## config.mk

```make
export PLATFORM = sky130hd
export DESIGN_NAME = rs_bank_arbiter
export DESIGN_NICKNAME = d
export VERILOG_FILES = /design/src/rtl/rs_bank_arbiter.sv
export SDC_FILE = /design/constraint.sdc
export NUM_CORES = 1
export LEC_CHECK = 0
export ABC_AREA = 1
export CAP_MARGIN = 40
export CORE_MARGIN = 5
export CORE_UTILIZATION = 49
export DETAILED_ROUTE_END_ITERATION = 16
export PLACE_DENSITY_LB_ADDON = 0.25
export SYNTH_ARGS = -nofsm -noshare
export SYNTH_HDL_FRONTEND = slang
export SYNTH_SLANG_ARGS = --single-unit
```

## constraint.sdc

```tcl
create_clock -name clock -period 2.1 [get_ports clock]
set_input_delay 0.21 -clock clock [delete_from_list [all_inputs] [get_ports clock]]
set_output_delay 0.21 -clock clock [all_outputs]
set_load 0.02 [all_outputs]
```

## src/rtl/rs_bank_arbiter.sv

```systemverilog
// rs_bank_arbiter
//   Shares an external bank of N RS flip-flops between two requesters. Each
//   accepted command (hold / set / clear / special) runs through a fixed
//   four-cycle sequence: IDLE (grant) -> DRIVE (one-cycle S or R pulse) ->
//   CHECK (read back) -> RESP (response strobe). Only one bit is ever driven,
//   and set and reset are never driven together.
//
//   Build option: RS_BANK_FORBID_CHECK_EN
//     defined   : op 11 is the forbidden S=R=1 command. Nothing is driven and
//                 the response reports an error with the current bank bit.
//     undefined : op 11 toggles the target bit.
//
// Ports
//   clock        system clock, rising edge
//   reset_n      asynchronous active-low reset
//   req_valid    per-requester command valid (bit 0 = requester 0)
//   req_idx0/1   target bit index of requester 0/1
//   req_op0/1    op of requester 0/1: 00 hold, 01 set, 10 clear, 11 special
//   req_ready    per-requester accept, combinational, at most one bit high
//   bank_s       set drive into the bank, one-hot or zero
//   bank_r       reset drive into the bank, one-hot or zero
//   bank_q       bank Q outputs
//   rsp_valid    one-cycle response strobe
//   rsp_id       requester that owns the response
//   rsp_q        bank bit read back in CHECK (0 for a bad index)
//   rsp_err      readback mismatch, bad index or rejected op
module rs_bank_arbiter #(
  parameter int N    = 8,
  parameter int IDXW = 3
) (
  input  logic            clock,
  input  logic            reset_n,
  input  logic [1:0]      req_valid,
  input  logic [IDXW-1:0] req_idx0,
  input  logic [1:0]      req_op0,
  input  logic [IDXW-1:0] req_idx1,
  input  logic [1:0]      req_op1,
  output logic [1:0]      req_ready,
  output logic [N-1:0]    bank_s,
  output logic [N-1:0]    bank_r,
  input  logic [N-1:0]    bank_q,
  output logic            rsp_valid,
  output logic            rsp_id,
  output logic            rsp_q,
  output logic            rsp_err
);

  localparam logic [1:0] OP_HOLD = 2'b00;
  localparam logic [1:0] OP_SET  = 2'b01;
  localparam logic [1:0] OP_CLR  = 2'b10;
  localparam logic [1:0] OP_SPEC = 2'b11;

  typedef enum logic [1:0] {ST_IDLE, ST_DRIVE, ST_CHECK, ST_RESP} state_t;

  // Control state
  state_t          state_q;
  logic            last_grant_q;
  logic [N-1:0]    bank_s_q;
  logic [N-1:0]    bank_r_q;
  logic            rsp_valid_q;
  logic            rsp_id_q;
  logic            rsp_q_q;
  logic            rsp_err_q;

  // Transaction context captured at grant
  logic [IDXW-1:0] idx_q;
  logic            id_q;
  logic            exp_q;
  logic            bad_q;
  logic            forbid_q;

  // Grant-cycle decode
  logic            gnt_any;
  logic            id_d;
  logic [IDXW-1:0] idx_d;
  logic [1:0]      op_d;
  logic            bad_d;
  logic            q0_d;
  logic            exp_d;
  logic            forbid_d;
  logic            drive_d;

  // Readback decode
  logic            qc;
  logic            chk_q;
  logic            chk_err;

  function automatic logic idx_in_range(input logic [IDXW-1:0] idx);
    return (int'(idx) < N);
  endfunction

  // Out-of-range indices read as 0 rather than X.
  function automatic logic read_bit(input logic [N-1:0] q, input logic [IDXW-1:0] idx);
    logic b;
    b = 1'b0;
    for (int i = 0; i < N; i++) begin
      if (int'(idx) == i) b = q[i];
    end
    return b;
  endfunction

  // Out-of-range indices decode to all zeros.
  function automatic logic [N-1:0] onehot(input logic [IDXW-1:0] idx);
    logic [N-1:0] v;
    v = '0;
    for (int i = 0; i < N; i++) begin
      if (int'(idx) == i) v[i] = 1'b1;
    end
    return v;
  endfunction

  always_comb begin
    gnt_any = |req_valid;
    // Under contention the requester that did not win last time goes first.
    case (req_valid)
      2'b10:   id_d = 1'b1;
      2'b11:   id_d = ~last_grant_q;
      default: id_d = 1'b0;
    endcase

    idx_d = id_d ? req_idx1 : req_idx0;
    op_d  = id_d ? req_op1  : req_op0;
    bad_d = !idx_in_range(idx_d);
    q0_d  = read_bit(bank_q, idx_d);

    case (op_d)
      OP_SET:  exp_d = 1'b1;
      OP_CLR:  exp_d = 1'b0;
      OP_HOLD: exp_d = q0_d;
      default: exp_d = ~q0_d;
    endcase

`ifdef RS_BANK_FORBID_CHECK_EN
    forbid_d = (op_d == OP_SPEC);
`else
    forbid_d = 1'b0;
`endif

    drive_d = !bad_d && !forbid_d && (op_d != OP_HOLD);
  end

  // Ready is gated by reset_n so that it is also low while reset is held.
  assign req_ready = (reset_n && (state_q == ST_IDLE) && gnt_any)
                   ? (id_d ? 2'b10 : 2'b01) : 2'b00;

  always_comb begin
    qc      = read_bit(bank_q, idx_q);
    chk_q   = bad_q ? 1'b0 : qc;
    chk_err = bad_q | forbid_q | (qc != exp_q);
  end

  always_ff @(posedge clock or negedge reset_n) begin
    if (!reset_n) begin
      state_q      <= ST_IDLE;
      last_grant_q <= 1'b1;
      bank_s_q     <= '0;
      bank_r_q     <= '0;
      rsp_valid_q  <= 1'b0;
      rsp_id_q     <= 1'b0;
      rsp_q_q      <= 1'b0;
      rsp_err_q    <= 1'b0;
    end else begin
      case (state_q)
        ST_IDLE: begin
          if (gnt_any) begin
            state_q      <= ST_DRIVE;
            last_grant_q <= id_d;
            // Exactly one of S/R can be loaded, and only for a single bit.
            if (drive_d) begin
              bank_s_q <= exp_d ? onehot(idx_d) : '0;
              bank_r_q <= exp_d ? '0 : onehot(idx_d);
            end
          end
        end
        ST_DRIVE: begin
          bank_s_q <= '0;
          bank_r_q <= '0;
          state_q  <= ST_CHECK;
        end
        ST_CHECK: begin
          state_q     <= ST_RESP;
          rsp_valid_q <= 1'b1;
          rsp_id_q    <= id_q;
          rsp_q_q     <= chk_q;
          rsp_err_q   <= chk_err;
        end
        ST_RESP: begin
          rsp_valid_q <= 1'b0;
          state_q     <= ST_IDLE;
        end
        default: state_q <= ST_IDLE;
      endcase
    end
  end

  // Context registers only load at grant and need no reset.
  always_ff @(posedge clock) begin
    if ((state_q == ST_IDLE) && gnt_any) begin
      idx_q    <= idx_d;
      id_q     <= id_d;
      exp_q    <= exp_d;
      bad_q    <= bad_d;
      forbid_q <= forbid_d;
    end
  end

  assign bank_s    = bank_s_q;
  assign bank_r    = bank_r_q;
  assign rsp_valid = rsp_valid_q;
  assign rsp_id    = rsp_id_q;
  assign rsp_q     = rsp_q_q;
  assign rsp_err   = rsp_err_q;

endmodule

```

=== After elaboration in Yosys (flattened, before gate mapping) ===
Cells that the tools add are included.

* Equal/unequal tests: 24
* Multiplexer cells: 41
* Bitwise logic cells: 2
* Reductions and logical operators: 13

{| class="wikitable"
|+ Operators by type and width
! operator !! number
|-
| two-way mux 8 bit || 6
|-
| one-hot mux 8 bit (2 select lines) || 2
|-
| equality test 3 bit, second input constant || 8
|-
| two-way mux 1 bit || 24
|-
| equality test 3 x 2 -> 1 bit, second input constant || 4
|-
| equality test 2 bit, second input constant || 5
|-
| two-way mux 2 bit || 4
|-
| one-hot mux 2 bit (4 select lines) || 1
|-
| equality test 3 x 1 -> 1 bit, second input constant || 2
|-
| zero test 3 bit || 2
|-
| nonzero test 2 bit || 3
|-
| equality test 2 x 1 -> 1 bit, second input constant || 2
|-
| zero test 2 bit || 2
|-
| != test 2 bit, second input constant || 2
|-
| one-hot mux 1 bit (2 select lines) || 2
|-
| logical AND 1 bit || 3
|-
| two-way mux 3 bit || 1
|-
| one-hot mux 1 bit (3 select lines) || 1
|-
| AND reduction 3 bit || 1
|-
| inverter 1 bit || 2
|-
| AND reduction 2 bit || 1
|-
| OR reduction 2 bit || 1
|-
| != test 1 bit || 1
|}

* Bits in registers: 28
* Input bits: 22
* Output and inout port bits: 22
* Word-level logic and storage cells: 91

=== Logic depth before layout (Yosys ltp) ===
Gate-level depths: netlist of the first run.

* Depth in word-level cells: 18
* Mapped depth: 13

=== Worst setup path after synthesis of the first run ===
No wires, ideal clock.

* Kind: reg2out
* Start: reg state_q[0]
* End: out req_ready[0]
* Data arrival time: 1.670 ns
* Data required time: 1.890 ns
* Setup slack: 0.220 ns
* Cell stages (with the launch flop): 7
* Path buffers: 0
* Cells stage by stage: dfrtp_1 -> inv_1 -> ha_1 -> inv_1 -> nor2_1 -> inv_1 -> nor3_1

* Longest elaborated chain between the ends: 4

{| class="wikitable"
|+ RTL lines
! element !! line !! source
|-
| start: declaration || 56 || <nowiki>state_t state_q;</nowiki>
|-
| start signal: assignment || 154 || <nowiki>state_q <= ST_IDLE;</nowiki>
|-
| start signal: assignment || 166 || <nowiki>state_q <= ST_DRIVE;</nowiki>
|-
| start signal: assignment || 178 || <nowiki>state_q <= ST_CHECK;</nowiki>
|-
| zero test 2 bit || 143 || <nowiki>assign req_ready = (reset_n && (state_q == ST_IDLE) && gnt_any)</nowiki>
|-
| logical AND 1 bit (2 in a row) || 143 ||
|-
| two-way mux 2 bit || 144 || <nowiki>? (id_d ? 2'b10 : 2'b01) : 2'b00;</nowiki>
|-
| end: declaration || 38 || <nowiki>output logic [1:0] req_ready,</nowiki>
|}

Every way passes these cells.

=== Worst setup path after layout of the first run ===
* Start: reg last_grant_q
* End: reg exp_q (data pin)

* Longest elaborated chain between the ends: 14
* Elaborated cells on any way between the ends: 25
* Those cells by class: 9 x eq/ne; 12 x mux; 2 x bitwise; 2 x reduce/logical

{| class="wikitable"
|+ RTL lines
! element !! line !! source
|-
| start: declaration || 57 || <nowiki>logic last_grant_q;</nowiki>
|-
| start signal: assignment || 167 || <nowiki>last_grant_q <= id_d;</nowiki>
|-
| inverter 1 bit * || 117 || <nowiki>2'b11: id_d = ~last_grant_q;</nowiki>
|-
| one-hot mux 1 bit (2 select lines) * || 115 || <nowiki>case (req_valid)</nowiki>
|-
| named net id_d || 74 || <nowiki>logic id_d;</nowiki>
|-
| two-way mux 3 bit * || 121 || <nowiki>idx_d = id_d ? req_idx1 : req_idx0;</nowiki>
|-
| named net idx_d[0] || 75 || <nowiki>logic [IDXW-1:0] idx_d;</nowiki>
|-
| zero test 3 bit || 97 || <nowiki>if (int'(idx) == i) b = q[i];</nowiki>
|-
| two-way mux 1 bit (7 in a row) || 97 ||
|-
| two-way mux 1 bit * || 97 ||
|-
| inverter 1 bit || 130 || <nowiki>default: exp_d = ~q0_d;</nowiki>
|-
| one-hot mux 1 bit (3 select lines) * || 126 || <nowiki>case (op_d)</nowiki>
|-
| named net exp_d || 79 || <nowiki>logic exp_d;</nowiki>
|-
| end signal: assignment || 201 || <nowiki>exp_q <= exp_d;</nowiki>
|-
| end: declaration || 68 || <nowiki>logic exp_q;</nowiki>
|}

Mark *: on every way through the listed nets, which the timed path passes. The rest lies on a longest branch.
A chain may end at the register's enable or synchronous reset.

==> flow_summary.ini, run 1 <==
[sta]
post-route-min-period_ps = 1980
fin_crit_sh = 0.942
setup_violations = 0
report.final.slew_viol_count = 0
finalHoldViolations = 0
timing.fmax_mhz = 506
slew_headroom = 0.759
fin_skew_ps = 4.49
worst_pin_slew_ps = 361
grt_setup_unrepaired = yes

[detailed_routing]
drt_iter0_markers = 58
wl_per_cell_um = 13.3
routed_via_density = 5.04
routed_wl_mm = 4.14
drtPass1Iterations = 6
drc_errors = 0
postRouteAntennaNets = 0
num_vias = 1563

[floorplanning]
die_w_um = 69.1
core_um2 = 3360
rows = 21
fp.dieH_um = 69.1
die-area_um2 = 4780
floorplan.initialDensity = 0.510
pin_count = 44

[min_path]
min_path_type = input port to asynchronous set/reset pin

[synthesis]
synth_area_leaders = dfrtp_1 (32%), nand2_1 (12%), edfxtp_1 (8.8%)
synth.area.mux_share = 0
synthSimpleGateAreaFrac = 0.421
synth_cells = 197
synth_xor_area_frac = 0.00511
synth_compound_area_frac = 0.0686
synthFlopType = dfrtp_1
synth_top_family_by_area = simple AND/OR/NAND/NOR gates
yosys_warnings = 0
synth.distinct_cells = 31
yosysTopAreaCellShare = 0.321
yosysMostFrequentCell = nand2_1
synth_common_cells = nand2_1 (55), dfrtp_1 (22), nand3_1 (22)
avgSynthCellArea_um2 = 8.70
syn_nets = 223
synthAdderAreaFrac = 0.0292
synth_edf_count = 5
yosys_register_bits = 28
yosysSeqAreaShare = 0.424
yosysTopAreaCell = dfrtp_1
synthArstFlopShare = 0.821
mappedNetlistArea_um2 = 1710

[critical_path]
critPathLaunch = last_grant_q
crit_arrival_ps = 2100
worstPathRequired_ps = 2220
crit_type = flip-flop to flip-flop
r2r_start = last_grant_q
critPathCaptureType = flip-flop
crit_path_start_kind = flip-flop
crit_fanout = 7

[global_routing]
grt_pass1_vias = 1495
antenna_found_initial = 0
grt_max_degree = 24
grt_overflow = 0
track_usage = 0.174
grt_pass1_wl_mm = 6.87

[power_and_ir_drop]
power.density_nw_per_um2 = 1080
p_leak_uw = 0.00118
ir_drop_v = 0.000456

[layout]
area_growth_pct = 41.8
fin_util = 0.722
final_net_count = 291
diodes = 0
layout-drive-gt1-share = 0.231
final_cell_count_no_fill = 310

[cts]
insertion_delay_ps = 340
cts_sinks = 28
cts_tree = built
htreeDepth = 1
clockBufferDepth = 2
clkSlewWorstSetupHoldPaths_ps = 160
cts-hold-fix-buffers = 0
cts_buffers = 3
cts-root-buf = clkbuf_4

[placement]
place_congestion = 0.904
io_buffers = 43
placed_cells = 302
dp_hpwl_mm = 3.28

[flow_run]
cap_violations = 0

[run_status]
status = complete, no violations
-- placed cells by master, fill, tap and decap left out, types with 3 or more instances in the layout --
cell type,n
nand2_1,55
clkdlybuf4s50_1,41
nand3_1,22
dfrtp_1,22
inv_1,20
buf_4,18
nor2_1,14
nand2_4,8
nand2_2,7
nand4_1,6
o21ai_0,5
nor4_2,5
edfxtp_1,5
ha_1,4
o21ai_2,3
clkbuf_4,3
-- layout make-up --
type                            instances  area, um2
Clock buffer                            4       47.5
Fill cell                             272        933
Inverter                               21       81.3
Multi-Input combinational cell        149        933
Sequential cell                        28        727
Tap cell                               46       57.6
Timing Repair Buffer                   62        583
-- registers in the layout (all words and copies together), names as in the netlist --
signal / cells
rsp_q: 1
bank_s: 8
last_grant_q: 1
rsp_valid: 1
rsp_err: 1
bank_r: 8
idx_q: 3
exp_q: 1
rsp_id: 1
state_q: 2
id_q: 1
-- metrics by stage --
stage	power, uW	cell area, um2	hold slack, ps	setup TNS, ps	worst slack (ps)
floorplan	1670	1710	-85.6	0	220
global placement	2210	2330	446	0	5.82
detailed placement	2250	2330	442	-235	-105
CTS	2560	2380	250	0	1.67
global route	2790	2430	260	-76.7	-26.1
finish	2610	2430	240	0	122
-- per-layer routing --
| layer | global-route usage | part of all wire | wire [um] | vias up |
|---|---|---|---|---|
| li1 | - | - | - | 798 |
| met1 | 0.227 | 0.45 | 1870 | 722 |
| met2 | 0.299 | 0.50 | 2050 | 39 |
| met3 | 0.0276 | 0.043 | 176 | 4 |
| met4 | 0.0434 | 0.0094 | 39 | 0 |
| met5 | 0 | 0 | 0 | - |
-- final timing paths --
check / endpoint / slack, ps / cells after the start
min reg2reg: rsp_id / 480 / 2
max: exp_q / 120 / 12
max reg2reg: exp_q / 120 / 12
max in group asynchronous: last_grant_q / 1580 / 2
min in group clock: rsp_id / 480 / 2
min: state_q[1] / 240 / 2
-- power breakdown --
part | internal (uW) | switching [uW]
sequential | 744 | 99.1
combinational | 619 | 833
clock | 146 | 171
-- critical path: stages, from the launching register on --
cell	delay (ps)
dfstp_2	590
nand2_4	80
nand2_4	110
inv_4	60
nand2_4	70
nand2_8	70
nor2_2	110
nand2_2	70
nor2_1	90
o21bai_2	140
nand4_4	170
nand2_4	130
nand2_1	60
-- kinds of logic (layout without fill, tap and decap cells) --
group                      count (synthesis)  in the layout
AOI/OAI and AO/OA                         14             14
DFF                                       28             28
and+or+nand+nor                          128            130
adders and majority gates                  4              4
xor gates and xnor gates                   1              1
buffers and inverters                     22             87
-- what timing repair did --
item | 4_1_cts | 5_1_grt
buffers inserted | 0 | 2
cloned | 0 | 2
endpoints found under the setup margin | 1 | 17
pin swaps | 0 | 3
gates resized for setup | 2 | 6
No activity file was read; power rests on OpenSTA's default activity.
==> run 2: changes to the inputs <==
- CORE_MARGIN: 5 -> 10
==> run 2 against run 1 <==
- register-to-register slack gained 20 ps
- non-clock buffer count up 3
- critical path depth fell by 1
- fmax increased by 0.96%
- flip-flop and latch count unchanged
- global-route usage shrank 3.0 points
- die area up 31%
- total power rose by 0.90%
- hold slack better by 7.5 ps
- final area rose by 1.9%
- worst setup slack better by 19 ps
- critical path type unchanged
- largest power group unchanged
==> flow_summary.ini, run 2 (synthesis results as in run 1) <==
[run_status]
status = complete, no violations

[power_and_ir_drop]
p_switching_uw = 1120
total_power_uw = 2640
p_leak_uw = 0.00120
seqPwrFrac = 0.320
swShare = 0.426
power_frac_comb = 0.580
clockPowerShare = 0.099
p_int_uw = 1510
power.density_nw_per_um2 = 1060
ir_drop_v = 0.000464

[critical_path]
timing.critical_path.mode_cell = inv_1
critPathCaptureType = flip-flop
crit_path_max_incr_delay_ps = 420
crit_arrival_ps = 2230
path_delay_family = simple AND/OR/NAND/NOR gates
crit_fanout = 8
crit_path_start_kind = flip-flop
cp_slowest_cell = dfrtp_1
crit_type = flip-flop to flip-flop
worst-path-buf-inv = 4
worstPathRequired_ps = 2370
crit_chain = inv_1 > ha_2 > inv_1 > nor2_1 > inv_1 > buf_4 > a21oi_4 > nand2_4 > nor4_2 > nand3_1 > nand2_1

[layout]
diodes = 0
most-common-layout-cells = nand2_1 (55), clkdlybuf4s50_1 (41), nand3_1 (22), dfrtp_1 (22)
final_net_count = 293
layout-drive-gt1-share = 0.248
final_common_cell = nand2_1
fin_util = 0.736
area_growth_pct = 44.5

[global_routing]
grt_pass1_wl_mm = 7.49
antenna_found_initial = 0
grt_pass1_vias = 1638
grt_max_degree = 24
track_usage = 0.143
grt_overflow = 0

[sta]
slew_headroom = 0.785
fin_setup_tns_ps = 0
fin_skew_ps = 13.3
fin_crit_sh = 0.933
finalHoldViolations = 0
grt_setup_unrepaired = yes
setup_violations = 0
timing.fmax_mhz = 510
post-route-min-period_ps = 1960
worst_pin_slew_ps = 322
report.final.slew_viol_count = 0

[cts]
clockBufferDepth = 2
cts-root-buf = clkbuf_4
insertion_delay_ps = 330
htreeDepth = 1
cts_buffers = 3
clkSlewWorstSetupHoldPaths_ps = 160
cts_tree = built
cts_sinks = 28

[floorplanning]
die_w_um = 79.1
core_um2 = 3360
rows = 21
pin_count = 44
die-area_um2 = 6260
floorplan.initialDensity = 0.510
fp.dieH_um = 79.1

[detailed_routing]
wl_per_cell_um = 14.7
routed_via_density = 5.21
postRouteAntennaNets = 0
num_vias = 1624
routed_wl_mm = 4.58
drt_iter0_markers = 86
drc_errors = 0
drtPass1Iterations = 4

[flow_run]
cap_violations = 0

[min_path]
min_path_type = input port to asynchronous set/reset pin

[placement]
dp_hpwl_mm = 3.61
place_congestion = 0.882
io_buffers = 43
[run 2: path summary, 6_finish.rpt]
kind / start / end / slack (ps) / cells past startpoint
min in group clock: id_q / rsp_id / 470 / 2
worst max register to register: state_q[0] / bank_r[1] / 140 / 11
worst min-delay path: reset_n / rsp_valid / 250 / 2
worst min register to register: id_q / rsp_id / 470 / 2
max in group asynchronous: reset_n / last_grant_q / 1570 / 2
worst max-delay path: state_q[0] / bank_r[1] / 140 / 11
[run 2: layout make-up]
| class | instances | area (um2) |
|---|---|---|
| clock buffer | 4 | 36.3 |
| fill | 290 | 887 |
| inverter | 21 | 81.3 |
| multi-input combinational | 148 | 956 |
| sequential | 28 | 727 |
| tap | 46 | 57.6 |
| timing repair buffer | 65 | 618 |
[run 2: stage by stage]
stage | hold WS (ps) | std cells | setup slack, ps | instance area [um2]
after floorplan | -85.6 | 197 | 220 | 1710
after global placement | 436 | 304 | -10.4 | 2360
after detailed placement | 439 | 304 | -75.9 | 2360
after CTS | 258 | 308 | 14.3 | 2400
after global routing | 258 | 312 | -37.5 | 2480
final | 248 | 312 | 141 | 2480
[run 2: timing repair]
action | CTS | global route
gates cloned | 0 | 1
gates resized for setup | 2 | 12
hold buffers | 0 | 0
pin swaps | 0 | 2
endpoints found under the setup margin | 1 | 19
setup buffers | 0 | 3
[run 2: power by group through the flow]
stage | Combinational, uW | Sequential [uW] | Clock [uW]
6_report | 1530 | 844 | 262
5_1_grt | 1650 | 866 | 299
4_1_cts | 1440 | 850 | 271
3_5_place_dp | 1430 | 861 | 0
3_3_place_gp | 1400 | 849 | 0
2_1_floorplan | 685 | 981 | 0
[run 2: per-layer routing]
metal / track usage / wire length, um
met3: 0.0293 / 206
met5: 0 / 0
met1: 0.179 / 2050
met2: 0.243 / 2290
met4: 0.0394 / 35
[run 2: worst register-to-register path: stages, from the launching register on]
cell	delay, ps
dfrtp_1	420
inv_1	100
ha_2	200
inv_1	100
nor2_1	150
inv_1	70
buf_4	150
a21oi_4	170
nand2_4	140
nor4_2	210
nand3_1	120
nand2_1	70
==> run 3: changes to the inputs <==
- PLACE_DENSITY: default -> 0.81
- PLACE_DENSITY_LB_ADDON: 0.25 -> default
==> run 3 against run 2 <==
- final cell count increased by 0.64%
- hold slack improved by 5.9 ps
- global-route usage decreased by 0.29 points
- clock power increased by 20%
- fmax decreased by 6.1%
- final area increased by 3.9%
- flip-flop and latch count unchanged
- die area unchanged
- worst setup slack got worse by 130 ps
- first-iteration DRC count increased by 57%
- wire length increased by 7.1%
- critical path type unchanged
==> flow_summary.ini, run 3 (synthesis results as in run 1) <==
[run_status]
status = complete, no violations

[floorplanning]
floorplan.initialDensity = 0.510
fp.dieH_um = 79.1
rows = 21
die_w_um = 79.1
core_um2 = 3360
pin_count = 44
die-area_um2 = 6260

[sta]
fin_skew_ps = 7.56
fin_crit_sh = 0.993
slew_headroom = 0.807
worst_pin_slew_ps = 288
timing.fmax_mhz = 480
fin_ws_ps = 14.5
post-route-min-period_ps = 2090
finalHoldViolations = 0
fin_setup_tns_ps = 0
grt_setup_unrepaired = yes
setup_violations = 0
timing.hold.ws_ps = 253
report.final.slew_viol_count = 0

[global_routing]
track_usage = 0.140
antenna_found_initial = 0
grt_pass1_wl_mm = 7.27
grt_pass1_vias = 1595
grt_overflow = 0
grt_max_degree = 24

[cts]
insertion_delay_ps = 330
cts-root-buf = clkbuf_4
cts_tree = built
cts_buffers = 3
cts_sinks = 28
clkSlewWorstSetupHoldPaths_ps = 160
htreeDepth = 1
cts-hold-fix-buffers = 0
clockBufferDepth = 2

[detailed_routing]
routed_wl_mm = 4.91
postRouteAntennaNets = 0
num_vias = 1680
wl_per_cell_um = 15.6
drtPass1Iterations = 5
routed_via_density = 5.35
drt_iter0_markers = 135
drc_errors = 0

[critical_path]
worstReg2RegEnd = bank_r[1]
r2r_setup_slack_ps = 10
crit_path_start_kind = flip-flop
crit_arrival_ps = 2370
r2r_start = last_grant_q
r2r_cells = 11
worstPathRequired_ps = 2380
crit_fanout = 7
cp_slowest_cell = dfstp_2
crit_chain = nand2_4 > nand2_4 > buf_6 > buf_4 > o21ai_4 > a21oi_4 > nand2_4 > buf_4 > nor4_4 > nand3_1 > nand2_1
crit_path_max_incr_delay_ps = 610
crit_type = flip-flop to flip-flop
timing.critical_path.mode_cell = nand2_4
critPathCaptureType = flip-flop

[layout]
area_growth_pct = 50.1
final_net_count = 295
design_area_um2 = 2570
layout-drive-gt1-share = 0.261
diodes = 0
final_common_cell = nand2_1
most-common-layout-cells = nand2_1 (55), clkdlybuf4s50_1 (41), dfrtp_1 (22)
fin_util = 0.765

[power_and_ir_drop]
p_int_uw = 1620
seqPwrFrac = 0.301
clockPowerShare = 0.111
ir_drop_v = 0.000507
power.density_nw_per_um2 = 1100
p_switching_uw = 1210
swShare = 0.428
power_frac_comb = 0.588
p_leak_uw = 0.00121

[placement]
place_congestion = 0.885
dp_slack_ps = -80.3
dpl_cell_area_um2 = 2320
dp_hpwl_mm = 3.46
io_buffers = 43

[flow_run]
cap_violations = 0

[min_path]
min_path_type = input port to asynchronous set/reset pin
[run 3: cell types whose count changed in the layout (fill, tap and decap cells not counted), sizes merged]
cell,previous run,this run
buf,22,24
dlymetal6s2s,1,0
dlygate4sd2,0,1
[run 3: worst max-delay path: cells and delay by family (launching register included)]
family,cells,cell delay [ps]
buffers and inverters,3,430
AOI/OAI and AO/OA,2,270
DFF,1,610
and+or+nand+nor,6,730
[run 3: area by class of cell]
type	count	area [um2]
clock buffers	4	47.5
fillers	244	791
inverters	21	81.3
multi-input cells	148	1030
flip-flops and latches	28	727
well taps	46	57.6
repair buffers	67	633
[run 3: per-stage QoR]
| step | total power, uW | instances |
|---|---|---|
| after CTS | 2570 | 304 |
| after global placement | 2220 | 300 |
| after detailed placement | 2260 | 300 |
| after global routing | 3010 | 314 |
| after floorplan | 1670 | 197 |
| final | 2830 | 314 |
[run 3: worst max path at each step]
stage,end,from,depth (start not counted),slack (ps)
floorplan,req_ready[0],state_q[0],6,220
global placement,exp_q,req_valid[0],13,5
detailed placement,exp_q,req_valid[0],13,-80
CTS,req_ready[0],state_q[0],7,10
global route,exp_q,last_grant_q,12,-90
finish,bank_r[1],last_grant_q,11,10
[run 3: repair_timing]
item                                    CTS  global route
setup buffers                             0             9
gates cloned                              0             1
gates resized for setup                   2            25
endpoints found under the setup margin    2            18
pin swaps                                 0            11
[run 3: layer usage]
layer	track usage	vias to the layer above	routed length, um
met5	0	-	0
met4	0.0430	0	103
met3	0.0394	12	328
met2	0.238	78	2470
met1	0.167	783	2010
li1	-	807	-
[run 3: power by group through the flow]
stage / Combinational [uW] / Sequential (uW) / Clock [uW]
floorplan: 685 / 981 / 0
global placement: 1360 / 858 / 0
detailed placement: 1400 / 864 / 0
CTS: 1400 / 854 / 315
global route: 1790 / 867 / 347
finish: 1660 / 851 / 315
